[src/rtl/race_pkg.sv]
// -----------------------------------------------------------------------------
// race_pkg
//   Shared constants and types for the race drawing datapath.
//   - Frame geometry (160x120), road column range, car sprite size.
//   - 3-bit colour constants.
//   - Move encoding used by the car position logic, plus the drawing mode
//     selected from the FSM's one-hot strobes.
//   - decode_move: folds the left/right/straight pulses into one move.
// -----------------------------------------------------------------------------
package race_pkg;

    localparam int SCREEN_W   = 160;
    localparam int SCREEN_H   = 120;
    localparam int ROAD_X_MIN = 30;
    localparam int ROAD_X_MAX = 129;
    localparam int CAR_W      = 5;
    localparam int CAR_H      = 12;

    localparam logic [2:0] GREEN = 3'b010;
    localparam logic [2:0] BLACK = 3'b000;
    localparam logic [2:0] RED   = 3'b100;

    typedef enum logic [1:0] {
        MV_NONE,
        MV_STRAIGHT,
        MV_LEFT,
        MV_RIGHT
    } move_t;

    typedef enum logic [2:0] {
        MODE_NONE,
        MODE_GREEN_LEFT,
        MODE_BLACK,
        MODE_GREEN_RIGHT,
        MODE_CAR
    } mode_t;

    // Contradictory left+right in one cycle is treated as "go straight".
    function automatic move_t decode_move(input logic left,
                                          input logic right,
                                          input logic straight);
        move_t mv;
        mv = MV_NONE;
        if (left && right) begin
            mv = MV_STRAIGHT;
        end else if (left) begin
            mv = MV_LEFT;
        end else if (right) begin
            mv = MV_RIGHT;
        end else if (straight) begin
            mv = MV_STRAIGHT;
        end
        return mv;
    endfunction

endpackage

[src/rtl/pixel_counter.sv]
// -----------------------------------------------------------------------------
// pixel_counter
//   Column/row scan counters for a drawing pass.
//   Ports:
//     clock, reset      : clock and synchronous active-high reset
//     enable            : a drawing mode is active this cycle
//     inc               : end of row (clear column, advance row)
//     done              : end of pass (clear both); wins over everything
//     counterx/countery : current column / row
//   Both counters wrap at 2**WIDTH; the row counter is allowed to step past
//   the last visible row so the caller can detect the end of a pass.
// -----------------------------------------------------------------------------
module pixel_counter #(
    parameter int WIDTH = 8
) (
    input  logic             clock,
    input  logic             reset,
    input  logic             enable,
    input  logic             inc,
    input  logic             done,
    output logic [WIDTH-1:0] counterx,
    output logic [WIDTH-1:0] countery
);

    logic [WIDTH-1:0] counterx_reg;
    logic [WIDTH-1:0] countery_reg;
    logic [WIDTH-1:0] counterx_next;
    logic [WIDTH-1:0] countery_next;

    always_comb begin
        counterx_next = counterx_reg;
        countery_next = countery_reg;
        if (done) begin
            counterx_next = '0;
            countery_next = '0;
        end else if (enable) begin
            if (inc) begin
                counterx_next = '0;
                countery_next = countery_reg + 1'b1;
            end else begin
                counterx_next = counterx_reg + 1'b1;
            end
        end
    end

    always_ff @(posedge clock) begin
        if (reset) begin
            counterx_reg <= '0;
            countery_reg <= '0;
        end else begin
            counterx_reg <= counterx_next;
            countery_reg <= countery_next;
        end
    end

    assign counterx = counterx_reg;
    assign countery = countery_reg;

endmodule

[src/rtl/race_datapath.sv]
// -----------------------------------------------------------------------------
// race_datapath
//   Datapath stage behind the race control FSM. Scans pixel counters for the
//   FSM, turns the one-hot drawing strobes into registered VGA writes on a
//   160x120 3-bit-colour frame, and keeps the car column, applying buffered
//   left/right moves with clamping to the road.
//
//   Ports:
//     clock, reset           : clock, synchronous active-high reset
//     draw_bg_green_left     : paint left verge   (lowest priority)
//     draw_bg_black, erase   : paint road black
//     draw_bg_green_right    : paint right verge
//     draw_car, update_car   : paint car sprite   (highest priority)
//     inc, done              : row end / pass end for the counters
//     plot_in                : FSM write request
//     left, right, straight  : one-cycle move pulses
//     counterx, countery     : scan counters back to the FSM
//     vga_x, vga_y, colour   : registered pixel address / colour
//     plot                   : registered VGA write enable
//     wall_hit               : (RACE_WALL_HIT_EN only) one-cycle pulse after a
//                              move that had to be clamped
//
//   Optional feature macro: RACE_WALL_HIT_EN
// -----------------------------------------------------------------------------
module race_datapath
    import race_pkg::*;
#(
    parameter int         CAR_X_INIT = 78,
    parameter int         CAR_Y_INIT = 100,
    parameter int         STEP       = 5,
    parameter logic [2:0] CAR_COLOUR = 3'b100
) (
    input  logic       clock,
    input  logic       reset,
    input  logic       draw_bg_green_left,
    input  logic       draw_bg_black,
    input  logic       draw_bg_green_right,
    input  logic       draw_car,
    input  logic       update_car,
    input  logic       erase,
    input  logic       inc,
    input  logic       done,
    input  logic       plot_in,
    input  logic       left,
    input  logic       right,
    input  logic       straight,
    output logic [7:0] counterx,
    output logic [7:0] countery,
    output logic [7:0] vga_x,
    output logic [6:0] vga_y,
    output logic [2:0] colour,
    output logic       plot
`ifdef RACE_WALL_HIT_EN
    ,
    output logic       wall_hit
`endif
);

    // All address arithmetic is done in 9 bits so sums past 255 are seen
    // as out of frame instead of wrapping back into it.
    localparam logic [8:0] GREEN_LEFT_MAX9  = 9'(ROAD_X_MIN - 1);
    localparam logic [8:0] ROAD_MIN_X9      = 9'(ROAD_X_MIN);
    localparam logic [8:0] ROAD_MAX_X9      = 9'(ROAD_X_MAX);
    localparam logic [8:0] GREEN_RIGHT_MIN9 = 9'(ROAD_X_MAX + 1);
    localparam logic [8:0] SCREEN_MAX_X9    = 9'(SCREEN_W - 1);
    localparam logic [8:0] SCREEN_MAX_Y9    = 9'(SCREEN_H - 1);
    localparam logic [8:0] CAR_MAX_COL9     = 9'(CAR_W - 1);
    localparam logic [8:0] CAR_MAX_ROW9     = 9'(CAR_H - 1);
    localparam logic [8:0] CAR_Y9           = 9'(CAR_Y_INIT);

    // Car left column may range so the whole sprite stays on the road.
    localparam logic [7:0] CAR_X_MIN  = 8'(ROAD_X_MIN);
    localparam logic [7:0] CAR_X_MAX  = 8'(ROAD_X_MAX - CAR_W + 1);
    localparam logic [8:0] CAR_X_MIN9 = 9'(ROAD_X_MIN);
    localparam logic [8:0] CAR_X_MAX9 = 9'(ROAD_X_MAX - CAR_W + 1);
    localparam logic [7:0] STEP8      = 8'(STEP);
    localparam logic [8:0] STEP9      = 9'(STEP);

    // ------------------------------------------------------------------
    // Mode select
    // ------------------------------------------------------------------
    mode_t mode;
    logic  mode_active;
    logic  car_busy;

    assign car_busy = draw_car || update_car;

    always_comb begin
        mode = MODE_NONE;
        if (car_busy) begin
            mode = MODE_CAR;
        end else if (erase || draw_bg_black) begin
            mode = MODE_BLACK;
        end else if (draw_bg_green_right) begin
            mode = MODE_GREEN_RIGHT;
        end else if (draw_bg_green_left) begin
            mode = MODE_GREEN_LEFT;
        end
    end

    assign mode_active = (mode != MODE_NONE);

    // ------------------------------------------------------------------
    // Scan counters
    // ------------------------------------------------------------------
    pixel_counter #(
        .WIDTH(8)
    ) u_pixel_counter (
        .clock    (clock),
        .reset    (reset),
        .enable   (mode_active),
        .inc      (inc),
        .done     (done),
        .counterx (counterx),
        .countery (countery)
    );

    // ------------------------------------------------------------------
    // Pixel address / colour from the current counters
    // ------------------------------------------------------------------
    logic [7:0] car_x_reg;
    logic [7:0] car_x_next;
    logic [8:0] counterx9;
    logic [8:0] countery9;
    logic [8:0] pix_x;
    logic [8:0] pix_y;
    logic [2:0] pix_colour;
    logic       pix_valid;
    logic       row_in_frame;

    assign counterx9    = {1'b0, counterx};
    assign countery9    = {1'b0, countery};

    always_comb begin
        pix_x        = counterx9;
        pix_y        = countery9;
        pix_colour   = BLACK;
        pix_valid    = 1'b0;
        row_in_frame = (pix_y <= SCREEN_MAX_Y9);
        case (mode)
            MODE_CAR: begin
                pix_x      = {1'b0, car_x_reg} + counterx9;
                pix_y      = CAR_Y9 + countery9;
                pix_colour = CAR_COLOUR;
                // The sprite is clipped by the counters, not by the frame.
                pix_valid  = (counterx9 <= CAR_MAX_COL9) && (countery9 <= CAR_MAX_ROW9);
            end
            MODE_BLACK: begin
                pix_x      = ROAD_MIN_X9 + counterx9;
                pix_colour = BLACK;
                pix_valid  = (pix_x >= ROAD_MIN_X9) && (pix_x <= ROAD_MAX_X9) && row_in_frame;
            end
            MODE_GREEN_RIGHT: begin
                pix_colour = GREEN;
                pix_valid  = (pix_x >= GREEN_RIGHT_MIN9) && (pix_x <= SCREEN_MAX_X9) && row_in_frame;
            end
            MODE_GREEN_LEFT: begin
                pix_colour = GREEN;
                pix_valid  = (pix_x <= GREEN_LEFT_MAX9) && row_in_frame;
            end
            default: begin
                pix_valid = 1'b0;
            end
        endcase
    end

    // ------------------------------------------------------------------
    // Output register (one cycle from strobe/counters to VGA outputs)
    // ------------------------------------------------------------------
    logic [7:0] vga_x_reg;
    logic [6:0] vga_y_reg;
    logic [2:0] colour_reg;
    logic       plot_reg;

    always_ff @(posedge clock) begin
        if (reset) begin
            vga_x_reg  <= '0;
            vga_y_reg  <= '0;
            colour_reg <= '0;
            plot_reg   <= 1'b0;
        end else begin
            vga_x_reg  <= pix_x[7:0];
            vga_y_reg  <= pix_y[6:0];
            colour_reg <= pix_colour;
            plot_reg   <= plot_in && mode_active && pix_valid;
        end
    end

    assign vga_x  = vga_x_reg;
    assign vga_y  = vga_y_reg;
    assign colour = colour_reg;
    assign plot   = plot_reg;

    // ------------------------------------------------------------------
    // Car position and pending move
    // ------------------------------------------------------------------
    // A move arriving during a car draw is parked and applied once the draw
    // strobes drop, so a sprite is never drawn with a mid-pass position
    // change. Outside a car draw a fresh pulse is applied immediately.
    move_t      pending_reg;
    move_t      pending_next;
    move_t      new_move;
    move_t      apply_move;
    logic [8:0] car_x9;
    logic       left_clip;
    logic       right_clip;

    assign new_move   = decode_move(left, right, straight);
    assign apply_move = (new_move != MV_NONE) ? new_move : pending_reg;
    assign car_x9     = {1'b0, car_x_reg};
    assign left_clip  = (car_x9 < (CAR_X_MIN9 + STEP9));
    assign right_clip = ((car_x9 + STEP9) > CAR_X_MAX9);

    always_comb begin
        pending_next = pending_reg;
        car_x_next   = car_x_reg;
        if (car_busy) begin
            if (new_move != MV_NONE) begin
                pending_next = new_move;
            end
        end else begin
            pending_next = MV_NONE;
            case (apply_move)
                MV_LEFT:  car_x_next = left_clip  ? CAR_X_MIN : (car_x_reg - STEP8);
                MV_RIGHT: car_x_next = right_clip ? CAR_X_MAX : (car_x_reg + STEP8);
                default:  car_x_next = car_x_reg;
            endcase
        end
    end

    always_ff @(posedge clock) begin
        if (reset) begin
            car_x_reg   <= 8'(CAR_X_INIT);
            pending_reg <= MV_NONE;
        end else begin
            car_x_reg   <= car_x_next;
            pending_reg <= pending_next;
        end
    end

`ifdef RACE_WALL_HIT_EN
    // Flags a move whose unclamped result would have left the road.
    logic wall_hit_reg;
    logic wall_hit_next;

    always_comb begin
        wall_hit_next = 1'b0;
        if (!car_busy) begin
            wall_hit_next = ((apply_move == MV_LEFT)  && left_clip) ||
                            ((apply_move == MV_RIGHT) && right_clip);
        end
    end

    always_ff @(posedge clock) begin
        if (reset) begin
            wall_hit_reg <= 1'b0;
        end else begin
            wall_hit_reg <= wall_hit_next;
        end
    end

    assign wall_hit = wall_hit_reg;
`endif

endmodule

[config.mk]
export PLATFORM = sky130hd
export DESIGN_NAME = race_datapath
export DESIGN_NICKNAME = d
export VERILOG_FILES = /design/src/rtl/race_pkg.sv /design/src/rtl/pixel_counter.sv /design/src/rtl/race_datapath.sv
export SDC_FILE = /design/constraint.sdc
export NUM_CORES = 1
export LEC_CHECK = 0
export CAP_MARGIN = 5
export CORE_ASPECT_RATIO = 0.7
export CORE_MARGIN = 8
export CORE_UTILIZATION = 49
export DETAILED_ROUTE_END_ITERATION = 8
export PLACE_DENSITY = 0.86
export SLEW_MARGIN = 20
export SYNTH_ARGS = -nofsm -noshare
export SYNTH_HDL_FRONTEND = slang
export SYNTH_HIERARCHICAL = 1
export SYNTH_SLANG_ARGS = --single-unit
[constraint.sdc]
create_clock -name clock -period 2.3 [get_ports clock]
set_input_delay 0.46 -clock clock [delete_from_list [all_inputs] [get_ports clock]]
set_output_delay 0.46 -clock clock [all_outputs]
set_load 0.01 [all_outputs]
==> metrics.txt <==
top routing layer used=met4; register area share after synthesis=0.2919; CP arrival=2360 ps; gr usage total=0.1960; Crit Path Category=reg2reg; largest net degree at the start of global routing=18; TritonCTS clock tree=done; Routed met3 length=773 um; Worst-Skew Late Latency=300 ps; CTS max path bufs=2; drt first pass iters=5; Final setup viols=0; ANT cells=0; Period minus WS final=2181 ps; Crit path required time=2480 ps; Post-Syn Area=3018 um2; Final Hold Fails=0; grt ovf=0; # clock sinks=44; R2R Path End=vga_x[7]$_SDFF_PP0_; syn_nets=413; # fillers=537; critical path peak fanout=8; Worst R2R Path Depth=6; Unique masters post-synth=60; Setup Skew=13.85 ps; Via density=6.138; R2R Setup Slk=120 ps; CP startpoint kind=register; post-route ant nets=0; CTS HTree Levels=2; Most used DFF post-synth=dfxtp_1; post-DR wirelength/cell=17.03 um; ratio of final minimum period to clock period=0.9481; vias in the first global route=2958; share of cells above drive strength 1=0.1222; CTS root buffer=clkbuf_8; port bufs=47; P&R area growth vs syn=26.16%; RSZ-0062 raised after global routing=false; die area=8966 um2; WHS Endpoint=u_pixel_counter/countery[7]$_SDFFE_PP0P_; Die H=81.66 um; worst min path class=reg2reg; initial antenna violation count=0; Tot Pwr=0.001607 W; number of synthesized flops with an enable pin=0; Worst R2R Start=car_x_reg[2]$_SDFFE_PP1P_; Chip Width=109.8 um; postcts setup bufs=0; routed via count=3192; Max Cap Viol=0; drt drc=0; Seq cells post-synth=44; I/O Pins=49; core footprint=6096 um2; asr flop ratio synth=0; Crit. End Element=register; Mapped Cells=380; DR WL met2=3913 um; Max Clock Freq=0.4586 GHz; PwrDens=422.1 nW/um2; leak pwr=1.443 nW; first-pass GRT wire length=14200 um; DRT Wirelength=8858 um; Hold Startpoint=u_pixel_counter/countery[7]$_SDFFE_PP0P_; Reg clk slew, reported paths=90 ps; max-slew violation count=0; Least-Margin Pin Slew=533.0 ps; initial drt markers=312; Initial Util=0.4951; synthesized area per cell=7.942 um2; layout net count=475; status=complete, no violations; Final Wtd Congestion=1.011; TritonCTS buffer count=5; synth warn=6; utilization after layout=0.6246; worst vdd ir=274.5 uV; row count=24; Max-slew headroom=0.6436; post-DP HPWL=6617 um; hold path cells=2; M1 wire length=4014 um
-- metal layers --
layer	GRT usage	vias to the layer above
met1	0.2604	1508
li1	-	1502
met2	0.3150	159
met5	0	-
met4	0.06443	0
met3	0.03527	23
-- layout by cell type (no fill, tap or decap), drive strengths merged, types with 6 or more instances in the layout --
master	n
clkdlybuf4s50	47
dfxtp	44
nor2	42
buf	32
nand2	30
a21oi	26
o21ai	22
ha	18
xnor2	14
nand3	14
a211oi	14
inv	11
nor3	11
a31oi	9
xor2	9
nand4	8
or3	7
or4	6
clkbuf	6
-- power by group --
group / internal, W / switching (W) / leakage (nW)
clock: 0.000207 / 0.000264 / 0.0410
sequential: 0.000791 / 0.0000263 / 0.360
combinational: 0.000149 / 0.000169 / 1.04
-- kinds of logic after synthesis --
kind of cell,after synthesis,synth area share
compound gates,102,0.2247
flops,44,0.2919
mux,5,0.01700
buf+inv,35,0.05099
xor+xnor,23,0.06675
fa+ha+maj,19,0.08126
other cells,1,0.001243
simple gates,151,0.2662
-- layout make-up --
| cell class | instances | area, um2 | share of cell area |
|---|---|---|---|
| inverters | 11 | 41.29 | 0.01084 |
| flip-flops and latches | 44 | 883.3 | 0.2320 |
| clock inverters | 1 | 5.005 | 0.001314 |
| well taps | 78 | 97.59 | 0.02563 |
| clock buffers | 6 | 72.57 | 0.01906 |
| multi-input cells | 301 | 1997 | 0.5245 |
| repair buffers | 79 | 710.7 | 0.1867 |
-- metrics by stage --
step           hold slack (ps)  setup WS (ps)  area (um2)  cells  TNS (ps)
3_5_place_dp             518.4          41.32        3714    513         0
6_report                 548.0          119.5        3807    520         0
4_1_cts                  533.8          37.64        3792    520         0
3_3_place_gp             507.8         -53.48        3714    513    -53.48
2_1_floorplan            515.8          11.54        3018    380         0
5_1_grt                  573.5          30.84        3807    520         0
-- critical path: stages (launching register included) --
cell and delay [ps]:
dfxtp_1 570, ha_1 350, a21oi_1 210, o21ai_0 170, nor3b_1 170, a211oi_1 220, mux2_1 350
-- what timing repair did --
item / in CTS / in global routing
gates resized for setup: 1 / 5
hold buffers: 0 / 0
endpoints found under the setup margin: 1 / 5
-- cells in the mapped netlist, drive strengths merged, types with 2 or more instances --
cell type / n / area share
a2111oi: 3 / 0.0087
a211oi: 14 / 0.038
a21o: 3 / 0.0075
a21oi: 26 / 0.047
a311oi: 2 / 0.0079
a31oi: 9 / 0.019
and2: 2 / 0.0041
and3: 2 / 0.0041
and4b: 2 / 0.0066
buf: 7 / 0.016
clkbuf: 17 / 0.021
dfxtp: 44 / 0.29
ha: 18 / 0.075
inv: 11 / 0.014
mux2i: 4 / 0.013
nand2: 30 / 0.037
nand2b: 4 / 0.0083
nand3: 14 / 0.029
nand3b: 3 / 0.0075
nand4: 8 / 0.017
nor2: 42 / 0.052
nor2b: 4 / 0.0083
nor3: 11 / 0.018
nor3b: 5 / 0.012
nor4: 5 / 0.015
o211ai: 2 / 0.0050
o21a: 5 / 0.012
o21ai: 22 / 0.036
o21bai: 5 / 0.012
o22ai: 2 / 0.0041
o31ai: 4 / 0.012
or2: 3 / 0.0062
or3: 7 / 0.015
or4: 6 / 0.016
xnor2: 14 / 0.041
xor2: 9 / 0.026
-- how the worst max path moves through the flow --
stage	start	end	slack, ps	cells past startpoint
floorplan	u_pixel_counter/counterx[1]$_SDFFE_PP0P_	vga_x[7]$_SDFF_PP0_	10	8
CTS	car_x_reg[0]$_SDFFE_PP0P_	vga_x[6]$_SDFF_PP0_	40	8
detailed placement	car_x_reg[0]$_SDFFE_PP0P_	vga_x[6]$_SDFF_PP0_	40	8
global placement	car_x_reg[0]$_SDFFE_PP0P_	vga_x[6]$_SDFF_PP0_	-50	8
global route	car_x_reg[0]$_SDFFE_PP0P_	car_x_reg[3]$_SDFFE_PP1P_	30	7
finish	car_x_reg[2]$_SDFFE_PP1P_	vga_x[7]$_SDFF_PP0_	120	6
Note: power is estimated with default switching activity, not from simulation.
